--- src/rtl/mod_exp_pkg.sv ---
// rtl/mod_exp_pkg.sv - shared constants and FSM state encoding for the modular-exponentiation engine
package mod_exp_pkg;

    localparam int DEF_WIDTH = 16;
    // FSM cycles consumed by one modular multiplication: issue + WIDTH+1 wait/capture.
    localparam int MUL_LAT   = DEF_WIDTH + 2;

    localparam logic [2:0] ST_IDLE = 3'd0;
    localparam logic [2:0] ST_INIT = 3'd1;
    localparam logic [2:0] ST_SQ   = 3'd2;
    localparam logic [2:0] ST_MUL  = 3'd3;
    localparam logic [2:0] ST_DONE = 3'd4;

endpackage

--- src/rtl/mod_mul.sv ---
// rtl/mod_mul.sv - iterative interleaved shift-add modular multiplier, fixed WIDTH+1 cycle latency
//
// Ports:
//   clk, rst_n    clock, synchronous active-low reset (returns to idle)
//   start         one-cycle pulse; a, b, n sampled in that cycle (a, b < n)
//   a, b, n       operands and modulus
//   p             a*b mod n, valid while done is high
//   done          one-cycle pulse WIDTH+1 cycles after start
module mod_mul
    import mod_exp_pkg::*;
#(
    parameter int WIDTH = DEF_WIDTH
) (
    input  logic             clk,
    input  logic             rst_n,
    input  logic             start,
    input  logic [WIDTH-1:0] a,
    input  logic [WIDTH-1:0] b,
    input  logic [WIDTH-1:0] n,
    output logic [WIDTH-1:0] p,
    output logic             done
);

    localparam int CW = $clog2(WIDTH + 1);

    logic             run_q;
    logic [CW-1:0]    cnt_q;
    logic [WIDTH-1:0] a_q, b_q, n_q;
    logic [WIDTH:0]   acc_q;

    logic [WIDTH:0] nx, t1, t2, t3, t4;

    // One step per cycle, MSB of a first. acc stays < n, so the doubled
    // value and the value after adding b both fit in WIDTH+1 bits.
    always_comb begin
        nx = {1'b0, n_q};
        t1 = acc_q << 1;
        t2 = (t1 >= nx) ? (t1 - nx) : t1;
        t3 = a_q[WIDTH-1] ? (t2 + {1'b0, b_q}) : t2;
        t4 = (t3 >= nx) ? (t3 - nx) : t3;
    end

    assign p    = acc_q[WIDTH-1:0];
    assign done = run_q && (cnt_q == '0);

    always_ff @(posedge clk) begin
        if (!rst_n) begin
            run_q <= 1'b0;
            cnt_q <= '0;
            a_q   <= '0;
            b_q   <= '0;
            n_q   <= '0;
            acc_q <= '0;
        end else if (start) begin
            run_q <= 1'b1;
            cnt_q <= CW'(WIDTH);
            a_q   <= a;
            b_q   <= b;
            n_q   <= n;
            acc_q <= '0;
        end else if (run_q) begin
            if (cnt_q != '0) begin
                acc_q <= t4;
                a_q   <= a_q << 1;
                cnt_q <= cnt_q - CW'(1);
            end else begin
                run_q <= 1'b0;
            end
        end
    end

endmodule

--- src/rtl/mod_exp.sv ---
// rtl/mod_exp.sv - left-to-right square-and-multiply modular exponentiation with exact, popcount-dependent latency
//
// Ports:
//   clk, rst_n                  clock, synchronous active-low reset (aborts any operation)
//   start                       one-cycle request, accepted only when idle
//   base, exponent, modulus     operands, sampled in the accepted start cycle
//   result                      base^exponent mod modulus, held until the next finish
//   finish                      one-cycle pulse when result is valid
//   busy                        high from the cycle after an accepted start through finish
//   err                         set with finish for illegal operands, cleared on next accepted start
module mod_exp
    import mod_exp_pkg::*;
#(
    parameter int WIDTH = DEF_WIDTH
) (
    input  logic             clk,
    input  logic             rst_n,
    input  logic             start,
    input  logic [WIDTH-1:0] base,
    input  logic [WIDTH-1:0] exponent,
    input  logic [WIDTH-1:0] modulus,
    output logic [WIDTH-1:0] result,
    output logic             finish,
    output logic             busy,
    output logic             err
);

    localparam int BW = $clog2(WIDTH);

    logic [2:0]       state_q, state_d;
    logic [WIDTH-1:0] r_q, r_d;
    logic [WIDTH-1:0] base_q, base_d;
    logic [WIDTH-1:0] n_q, n_d;
    logic [WIDTH-1:0] exp_q, exp_d;
    logic [WIDTH-1:0] result_q, result_d;
    logic [BW-1:0]    bit_q, bit_d;
    logic             bad_q, bad_d;
    logic             err_q, err_d;
    logic             iss_q, iss_d;   // multiply for the current SQ/MUL step already issued

    logic             mul_start, mul_done;
    logic [WIDTH-1:0] mul_b, mul_p;

    mod_mul #(.WIDTH(WIDTH)) u_mul (
        .clk   (clk),
        .rst_n (rst_n),
        .start (mul_start),
        .a     (r_q),
        .b     (mul_b),
        .n     (n_q),
        .p     (mul_p),
        .done  (mul_done)
    );

    always_comb begin
        state_d   = state_q;
        r_d       = r_q;
        base_d    = base_q;
        n_d       = n_q;
        exp_d     = exp_q;
        result_d  = result_q;
        bit_d     = bit_q;
        bad_d     = bad_q;
        err_d     = err_q;
        iss_d     = iss_q;
        mul_start = 1'b0;
        mul_b     = (state_q == ST_MUL) ? base_q : r_q;

        case (state_q)
            ST_IDLE: begin
                if (start) begin
                    state_d = ST_INIT;
                    r_d     = WIDTH'(1);
                    base_d  = base;
                    n_d     = modulus;
                    exp_d   = exponent;
                    bit_d   = BW'(WIDTH - 1);
                    bad_d   = (modulus < WIDTH'(2)) || (base >= modulus);
                    err_d   = 1'b0;
                    iss_d   = 1'b1;
                end
            end
            ST_INIT: begin
                // INIT doubles as the issue cycle of the first square, so every
                // multiply costs exactly MUL_LAT cycles including the first.
                // Illegal operands pass through here too, giving finish 2 cycles
                // after start.
                if (bad_q) begin
                    state_d  = ST_DONE;
                    result_d = '0;
                    err_d    = 1'b1;
                end else begin
                    mul_start = 1'b1;
                    state_d   = ST_SQ;
                end
            end
            ST_SQ, ST_MUL: begin
                if (!iss_q) begin
                    mul_start = 1'b1;
                    iss_d     = 1'b1;
                end else if (mul_done) begin
                    r_d   = mul_p;
                    iss_d = 1'b0;
                    if ((state_q == ST_SQ) && exp_q[WIDTH-1]) begin
                        state_d = ST_MUL;
                    end else if (bit_q == '0) begin
                        state_d  = ST_DONE;
                        result_d = mul_p;
                    end else begin
                        state_d = ST_SQ;
                        bit_d   = bit_q - BW'(1);
                        exp_d   = exp_q << 1;
                    end
                end
            end
            ST_DONE: begin
                state_d = ST_IDLE;
            end
            default: begin
                state_d = ST_IDLE;
            end
        endcase
    end

    always_ff @(posedge clk) begin
        if (!rst_n) begin
            state_q  <= ST_IDLE;
            r_q      <= '0;
            base_q   <= '0;
            n_q      <= '0;
            exp_q    <= '0;
            result_q <= '0;
            bit_q    <= '0;
            bad_q    <= 1'b0;
            err_q    <= 1'b0;
            iss_q    <= 1'b0;
        end else begin
            state_q  <= state_d;
            r_q      <= r_d;
            base_q   <= base_d;
            n_q      <= n_d;
            exp_q    <= exp_d;
            result_q <= result_d;
            bit_q    <= bit_d;
            bad_q    <= bad_d;
            err_q    <= err_d;
            iss_q    <= iss_d;
        end
    end

    assign result = result_q;
    assign finish = (state_q == ST_DONE);
    assign busy   = (state_q != ST_IDLE);
    assign err    = err_q;

endmodule

--- config.mk ---
export PLATFORM = sky130hd
export DESIGN_NAME = mod_exp
export DESIGN_NICKNAME = d
export VERILOG_FILES = /design/src/rtl/mod_exp_pkg.sv /design/src/rtl/mod_mul.sv /design/src/rtl/mod_exp.sv
export SDC_FILE = /design/constraint.sdc
export NUM_CORES = 1
export LEC_CHECK = 0
export CAP_MARGIN = 20
export CORE_MARGIN = 4
export CORE_UTILIZATION = 50
export DETAILED_ROUTE_END_ITERATION = 8
export PLACE_DENSITY = 0.7
export SYNTH_ARGS = -nofsm -noshare
export SYNTH_HDL_FRONTEND = slang
export SYNTH_SLANG_ARGS = --single-unit
export TNS_END_PERCENT = 5
--- constraint.sdc ---
create_clock -name clk -period 8.3 [get_ports clk]
set_clock_uncertainty 0.1 [all_clocks]
set_input_delay 1.66 -clock clk [delete_from_list [all_inputs] [get_ports clk]]
set_output_delay 1.66 -clock clk [all_outputs]
set_load 0.01 [all_outputs]
## Word-level counts from Yosys, hierarchy flattened

Index checks and enable logic that the tools add are counted.

- Reduce and logical (&&, ||, !) cells: 24
- $add $sub $neg: 5
- Eq/ne operators: 11
- Bitwise operators: 1
- Order comparisons: 4
- Muxes and demuxes: 52

Operators by type and width:

| kind | number |
|---|---|
| $mux W16 | 18 |
| $pmux W16 S2 | 3 |
| $ge A17 B16 Y1 | 2 |
| $mux W17 | 2 |
| $mux W4 | 5 |
| $mux W3 | 6 |
| $add A17 B16 Y17 | 1 |
| $sub A17 B16 Y17 | 1 |
| $ge A16 B16 Y1 | 1 |
| $lt A16 B2 Y1 const B | 1 |
| $sub A16 B16 Y16 | 1 |
| $mux W5 | 3 |
| $ne A2 B2 Y1 const B | 7 |
| $reduce_and A6 Y1 | 2 |
| $mux W1 | 10 |
| $reduce_bool A2 Y1 | 5 |
| $pmux W3 S3 | 1 |
| $pmux W4 S2 | 1 |
| $reduce_and A2 Y1 | 4 |
| $eq A3 B2 Y1 const B | 2 |
| $pmux W1 S2 | 3 |
| $reduce_and A3 Y1 | 2 |
| $logic_not A5 Y1 | 1 |
| $reduce_bool A5 Y1 | 1 |
| 12 further kinds | 14 |

- Logic and storage cells: 114
- Input port bits: 51
- Register bits: 160
- Output and inout port bits: 19

## Logic depth before layout (Yosys ltp)

Gate-level depths: netlist of run 1.

- Depth after elaboration: 6
- Mapped depth: 29
- Mapped depth without buffers: 27

## Cells and area by module

From an unflattened synthesis of run 1, not the netlist that was laid out.

- Cells, all modules: 1173
- Area, all modules: 9745.6 um^2

By module, submodules not included:

| module | area an instance (um^2) | cells each | times used | seq. area each (um^2) |
|---|---|---|---|---|
| mod_mul | 5600.4 | 686 | 1 | 1401.3 |
| mod_exp | 4145.2 | 487 | 1 | 1801.7 |

## Worst setup path before layout of run 1

Ideal clock, no wire load.

- Kind: reg2reg
- Start: reg u_mul.n_q[3]
- End: reg u_mul.acc_q[15]
- Clock period less this slack: 6.364 ns
- Data required time: 8.081 ns
- Path buffers: 2
- Setup slack: 1.936 ns
- Stages on the path, launching flop included: 27
- Arrival time: 6.145 ns
- Library setup time: 0.119 ns
- Cell sequence: dfxtp_1 inv_1 ha_1 nand2_1 a211o_1 a21oi_2 o21ai_2 a31oi_1 clkbuf_1 mux2i_1 inv_1 ha_1 a211oi_1 o21ai_0 a2111oi_0 nor3_1 xor2_1 mux2_2 ha_1 a21oi_1 o21bai_1 a21o_2 a211o_2 a221oi_4 buf_8 mux2i_1 a21oi_1

- Cells in the longest elaborated chain, start to end: 6
- Elaborated cells between the ends (all ways): 8
- Classes of those cells: add/sub: 3; order compare: 2; mux: 3

RTL lines:

| element | RTL line | text |
|---|---|---|
| start, declared | mod_mul.sv:28 | `logic [WIDTH-1:0] a_q, b_q, n_q;` |
| start signal, assigned | mod_mul.sv:59 | `n_q <= n;` |
| $sub A17 B16 Y17 / $ge A17 B16 Y1 (equally long branches) | mod_mul.sv:38 | `t2 = (t1 >= nx) ? (t1 - nx) : t1;` |
| $mux W17 | mod_mul.sv:38 |  |
| $add A17 B16 Y17 | mod_mul.sv:39 | `t3 = a_q[WIDTH-1] ? (t2 + {1'b0, b_q}) : t2;` |
| $mux W17 | mod_mul.sv:39 |  |
| $sub A16 B16 Y16 / $ge A17 B16 Y1 (equally long branches) | mod_mul.sv:40 | `t4 = (t3 >= nx) ? (t3 - nx) : t3;` |
| $mux W16 (*) | mod_mul.sv:40 |  |
| end signal, assigned | mod_mul.sv:63 | `acc_q <= t4;` |
| end, declared | mod_mul.sv:29 | `logic [WIDTH:0] acc_q;` |

Mark *: on every way between the ends. The rest lies on a longest branch, timed or not.
A chain may end at the register's enable or synchronous reset.

## Final worst setup path of run 1

- Start: reg u_mul.acc_q[3]
- End: reg u_mul.acc_q[0]

- Cells in the longest elaborated chain, start to end: 6
- Elaborated cells between the ends (all ways): 8
- Classes of those cells: add/sub: 3; order compare: 2; mux: 3

RTL lines:

| element | RTL line |
|---|---|
| $sub A17 B16 Y17 / $ge A17 B16 Y1 (equally long branches) | mod_mul.sv:38 |
| $mux W17 (*) | mod_mul.sv:38 |
| $add A17 B16 Y17 | mod_mul.sv:39 |
| $mux W17 (*) | mod_mul.sv:39 |
| $ge A17 B16 Y1 / $sub A16 B16 Y16 (equally long branches) | mod_mul.sv:40 |
| $mux W16 (*) | mod_mul.sv:40 |

Marked as above.

==> key figures, run 1 <==
Logic synthesis
  – Post-synth top area share: 32.7%
  – Distinct cells, synth: 74
  – Mapped cell area: 0.00980 mm^2
  – Top_reg_cell synth: dfxtp_1
  – Ys async rst share: 0%
  – Ys Warns: 0
  – Yosys reg bits: 160
  – Commonest cells in the netlist: nand2_1 (248), dfxtp_1 (160), nand3_1 (103), a21boi_0 (84), ha_1 (69)
  – Post-synth EDFFs: 0
  – Sequential area share after synthesis: 32.7%
  – Avg Synthesized Cell Area: 8.06 um^2
  – Synth area leaders: dfxtp_1 (33%), nand2_1 (9.5%), ha_1 (8.8%)
  – Most common cell in the netlist: nand2_1
  – Area leader, netlist: dfxtp_1
  – Syn Inst Count: 1216
  – Synth Net Count: 1339

Critical path
  – Arr. time, crit path: 7.35 ns
  – Worst Setup Start Kind: flip-flop
  – Critical Path RT: 8.52 ns
  – Crit Path Max Fanout: 15
  – Critical Path Max Stage Delay: 0.44 ns
  – CP Capture Type: flip-flop
  – Kind of critical path: flip-flop to flip-flop
  – CP max-delay cell: a2111oi_0
  – CP top delay family: compound AO/OA/AOI/OAI gates
  – Critical path's most frequent cell: ha_1
  – Register-to-register setup slack: 1.17 ns
  – Count of buffer and inverter cells on the critical path: 3

Drt
  – First-pass DRT Iterations: 5
  – Routed Antenna Nets: 0
  – Drt via density: 5.73
  – Vias: 8702
  – DRC: 0
  – Wire per inst: 16.9 um
  – Detailed Route Iter0 Violations: 707
  – WL final: 25600 um

Global routing
  – Initial antenna violation count: 2
  – Largest net degree at the start of global routing: 114
  – Vias in the first global route: 8335
  – Wire length of the first global-routing pass: 42500 um
  – Overflow after GRT: 0
  – Total GRT Usage: 23.8%

STA
  – RSZ-0062 raised after global routing: no
  – Final Setup Violations: 0
  – Final Slew Violations: 0
  – Setup TNS: 0 ns
  – Fmax achieved: 0.140 GHz
  – Final hold violations: 0
  – Slew headroom: 28.2%
  – Period utilisation layout: 85.9%
  – Final Critical Period: 7.13 ns
  – Slew of the pin with the lowest slew margin: 1.08 ns

Placement
  – Post-DP HPWL: 18700 um
  – Placer Congestion: 0.938
  – Number of port buffers: 69

CTS
  – TritonCTS clock tree: yes
  – # resized after CTS: 0
  – CTS Hold Bufs: 0
  – Clock Sinks: 160
  – Max Root-Sink Buffers: 2
  – Worst skew pair latency: 0.44 ns
  – Total setup buffers inserted after CTS: 0
  – H-tree Lvls: 4
  – Root buf cell: clkbuf_16
  – CTS Buf Count: 17
  – Worst-path clk slew: 0.07 ns

Die
  – Die area: 0.0219 mm^2
  – Die Span Y: 148 um
  – Core area: 0.0190 mm^2
  – Die X: 148 um
  – Initial core utilization: 51.5%
  – Num rows: 50
  – Ports: 70

Min path
  – Hold Crit Class: flip-flop to flip-flop

Finish
  – Share of layout cells above drive strength 1: 6.35%
  – Fin nets: 1369
  – Area Overhead vs Synth: 14.7%
  – Diode count: 0

Flow run
  – Max cap viols: 0

Run status
  – Status: complete, no violations
==> cells in the final DEF, fill, tap and decap left out, types with 44 or more instances in the layout <==
cell / instances
a21boi_0: 84
a21oi_1: 50
clkdlybuf4s50_1: 68
dfxtp_1: 160
ha_1: 69
inv_1: 54
nand2_1: 248
nand3_1: 103
o211a_1: 47
o21ai_0: 44
==> worst reg2reg max path, stage by stage, from the launching register on <==
cell       delay (ns)
dfxtp_1          0.39
ha_1             0.38
nand2_1          0.13
a211o_1          0.33
a21oi_2          0.21
o21ai_2          0.08
a31oi_1          0.37
buf_4            0.30
mux2i_1          0.36
inv_1            0.08
ha_1             0.30
a211oi_1         0.32
o21ai_0          0.22
a2111oi_0        0.44
nor3_1           0.18
xor2_1           0.16
mux2_2           0.30
ha_1             0.35
a21oi_1          0.16
o21bai_1         0.12
a21o_2           0.23
a211o_2          0.34
a221oi_4         0.39
buf_4            0.35
nor4_1           0.08
a311o_1          0.35
==> stage by stage <==
step	cells	cell area (um^2)	utilization (%)	hold slack [ns]	setup WS, ns
detailed placement	1487	10600	55.8	0.356	1.24
floorplan	1216	9800	-	0.341	1.94
CTS	1519	11200	59.1	0.366	1.22
finish	1519	11200	59.1	0.362	1.17
global route	1519	11200	59.1	0.383	0.514
global placement	1487	10600	55.8	0.349	1.39
==> cell type report <==
class | instances | area, um^2
Clock inverter | 15 | 196
Clock buffer | 17 | 425
Timing Repair Buffer | 81 | 778
Tap cell | 260 | 325
Multi-Input combinational cell | 932 | 6110
Inverter | 54 | 203
Fill cell | 1784 | 7780
Sequential cell | 160 | 3200
==> sequential cells by signal, indices dropped and copies added, names as in the netlist <==
| name | flops |
|---|---|
| base_q | 16 |
| exp_q | 16 |
| n_q | 16 |
| r_q | 16 |
| result | 16 |
| u_mul.a_q | 16 |
| u_mul.acc_q | 16 |
| u_mul.b_q | 16 |
| u_mul.n_q | 16 |
| u_mul.cnt_q | 5 |
| bit_q | 4 |
| state_q | 3 |
| bad_q | 1 |
| err | 1 |
| iss_q | 1 |
| u_mul.run_q | 1 |
==> metal layers <==
layer	wire length (um)	GRT usage [%]	up-vias	share of wire (%)
met5	27	0	-	0.11
met2	11400	36.6	240	44
li1	-	-	4352	-
met4	500	7.71	4	2.0
met1	12200	34.0	4068	48
met3	1520	4.29	38	5.9
==> final timing paths <==
path,from,end,cells past startpoint
max,u_mul.acc_q[3],u_mul.acc_q[0],25
min,result[7],result[7],2
max reg2reg,u_mul.acc_q[3],u_mul.acc_q[0],25
min reg2reg,result[7],result[7],2
==> kinds of logic (layout without fill, tap and decap cells) <==
logic type      Yosys count  in the layout  share of synthesized area [%]
compound gates          314            314                           23.4
simple gates            466            466                           21.3
fa+ha+maj                72             72                           9.42
mux                      35             35                           3.79
xor+xnor                 45             45                           4.02
flops                   160            160                           32.7
buf+inv                 124            167                           5.35
Power of run 1 is not shown: default switching activity piles up to over one toggle a cycle in this logic, so the estimate is an artifact.
==> run 2: changes to the inputs <==
GPL_TIMING_DRIVEN = 0   (was not set)
==> run 2 against run 1 <==
Final area rose by 1.3%. First-iteration DRC count down 9.2%. Global-route usage up 1.8 points. Critical path depth increased by 1. Utilization increased by 0.76 points. Register-to-register slack lost 0.63 ns. Worst hold slack worse by 0.0047 ns.
==> key figures, run 2 (same netlist as run 1, synthesis figures left out) <==
STA
  – WHS: 0.358 ns
  – RSZ-0062 raised after global routing: no
  – Final Setup Violations: 0
  – Final Critical Period: 7.76 ns
  – Final Slew Violations: 0
  – Period utilisation layout: 93.5%
  – Setup TNS: 0 ns
  – Final hold violations: 0
  – Slew of the pin with the lowest slew margin: 1.01 ns
  – Fmax achieved: 0.129 GHz
  – Slew headroom: 31.9%

Global routing
  – Overflow after GRT: 0
  – Total GRT Usage: 25.7%
  – Largest net degree at the start of global routing: 17
  – Initial antenna violation count: 0
  – Vias in the first global route: 8477
  – Wire length of the first global-routing pass: 44700 um

Finish
  – Fillers: 1766
  – Sequential cell area: 0.00320 mm^2
  – Commonest non-fill, non-tap cells in the layout: nand2_1 (248), dfxtp_1 (160), nand3_1 (103), a21boi_0 (84)
  – Commonest non-fill, non-tap cell in the layout: nand2_1
  – Area Overhead vs Synth: 16.2%
  – Design area: 0.0114 mm^2
  – Multi-input combinational cell area: 0.00607 mm^2
  – Diode count: 0
  – Share of layout cells above drive strength 1: 5.09%
  – Fin nets: 1427

Die
  – Die X: 148 um
  – Num rows: 50
  – Core area: 0.0190 mm^2
  – Die Span Y: 148 um
  – Die area: 0.0219 mm^2
  – Ports: 70
  – Initial core utilization: 51.5%

CTS
  – CTS Buf Count: 17
  – Max Root-Sink Buffers: 2
  – H-tree Lvls: 4
  – TritonCTS clock tree: yes
  – Clock Sinks: 160
  – CTS Hold Bufs: 0
  – Worst skew pair latency: 0.43 ns
  – Worst-path clk slew: 0.07 ns
  – Root buf cell: clkbuf_16

Placement
  – Placer Congestion: 0.987
  – Number of port buffers: 69
  – Post-DP HPWL: 21900 um
  – Post-place instance area: 0.0108 mm^2

Critical path
  – Arr. time, crit path: 7.98 ns
  – Worst Setup Start Kind: flip-flop
  – RR Endpoint: u_mul.acc_q[14]
  – Register-to-register setup slack: 0.54 ns
  – CP Capture Type: flip-flop
  – Crit Path Max Fanout: 10
  – R2r worst-path depth: 26
  – CP startpoint: u_mul.n_q[1]
  – Critical Path RT: 8.52 ns
  – FF-to-FF Start: u_mul.n_q[1]
  – Kind of critical path: flip-flop to flip-flop

Drt
  – DRC: 0
  – Routed Antenna Nets: 0
  – Vias: 8968
  – Drt via density: 5.69
  – First-pass DRT Iterations: 5
  – Detailed Route Iter0 Violations: 642
  – WL final: 28000 um
  – Wire per inst: 17.7 um

Flow run
  – Max cap viols: 0

Run status
  – Status: complete, no violations

Min path
  – Hold path endpoint: u_mul.n_q[10]
  – Hold wc startpoint: n_q[10]
  – Hold Crit Depth: 2
  – Hold Crit Class: flip-flop to flip-flop
## run 2: how the worst max path moves through the flow
stage / end / slack [ns]
6_report: u_mul.acc_q[14] / 0.54
2_1_floorplan: u_mul.acc_q[15] / 1.94
3_5_place_dp: u_mul.acc_q[15] / 0.42
5_1_grt: u_mul.acc_q[14] / 0.1
3_3_place_gp: u_mul.acc_q[14] / 0.52
4_1_cts: u_mul.acc_q[14] / 0.40
## run 2: worst max-delay path: stages, from the launching register on
cell and delay, ns:
dfxtp_1 0.38, inv_1 0.15, ha_1 0.33, ha_1 0.15, nand3_1 0.10, nor4_1 0.39, a21oi_1 0.19, a31oi_1 0.42
clkbuf_2 0.38, mux2i_1 0.48, inv_1 0.10, ha_1 0.30, a211oi_1 0.34, o21ai_0 0.20, a2111oi_0 0.52, nor3_1 0.20
xor2_1 0.17, mux2_2 0.31, ha_1 0.35, a21oi_1 0.15, o21bai_1 0.13, a21o_2 0.23, a211o_2 0.35, a221oi_4 0.64
buf_8 0.24, mux2i_1 0.23, a21oi_1 0.09
## run 2: layer usage
| metal | GRT usage, % | part of all wire, % |
|---|---|---|
| met3 | 3.43 | 5.4 |
| met5 | 0 | 0 |
| met4 | 8.64 | 2.5 |
| met1 | 36.0 | 47 |
| met2 | 40.8 | 45 |
## run 2: repair_timing
action | CTS | global route
setup buffers | 0 | 0
setup endpoints to repair | 0 | 8
gates resized for setup | 0 | 2
## run 2: stage by stage
| step | cells | setup WS [ns] | util, % |
|---|---|---|---|
| finish | 1576 | 0.541 | 59.9 |
| global route | 1576 | 0.0952 | 59.9 |
| CTS | 1576 | 0.396 | 59.9 |
| detailed placement | 1545 | 0.418 | 56.9 |
| global placement | 1545 | 0.520 | 56.9 |
| floorplan | 1216 | 1.94 | - |
## run 2: cell type report
type | instances | share of cell area, %
Multi-Input combinational cell | 932 | 53.3
Sequential cell | 160 | 28.1
Timing Repair Buffer | 69 | 6.07
Clock buffer | 18 | 3.86
Tap cell | 260 | 2.86
Buffer | 70 | 2.84
Inverter | 54 | 1.78
Clock inverter | 13 | 1.14
Power of run 2 is left out for the same reason.
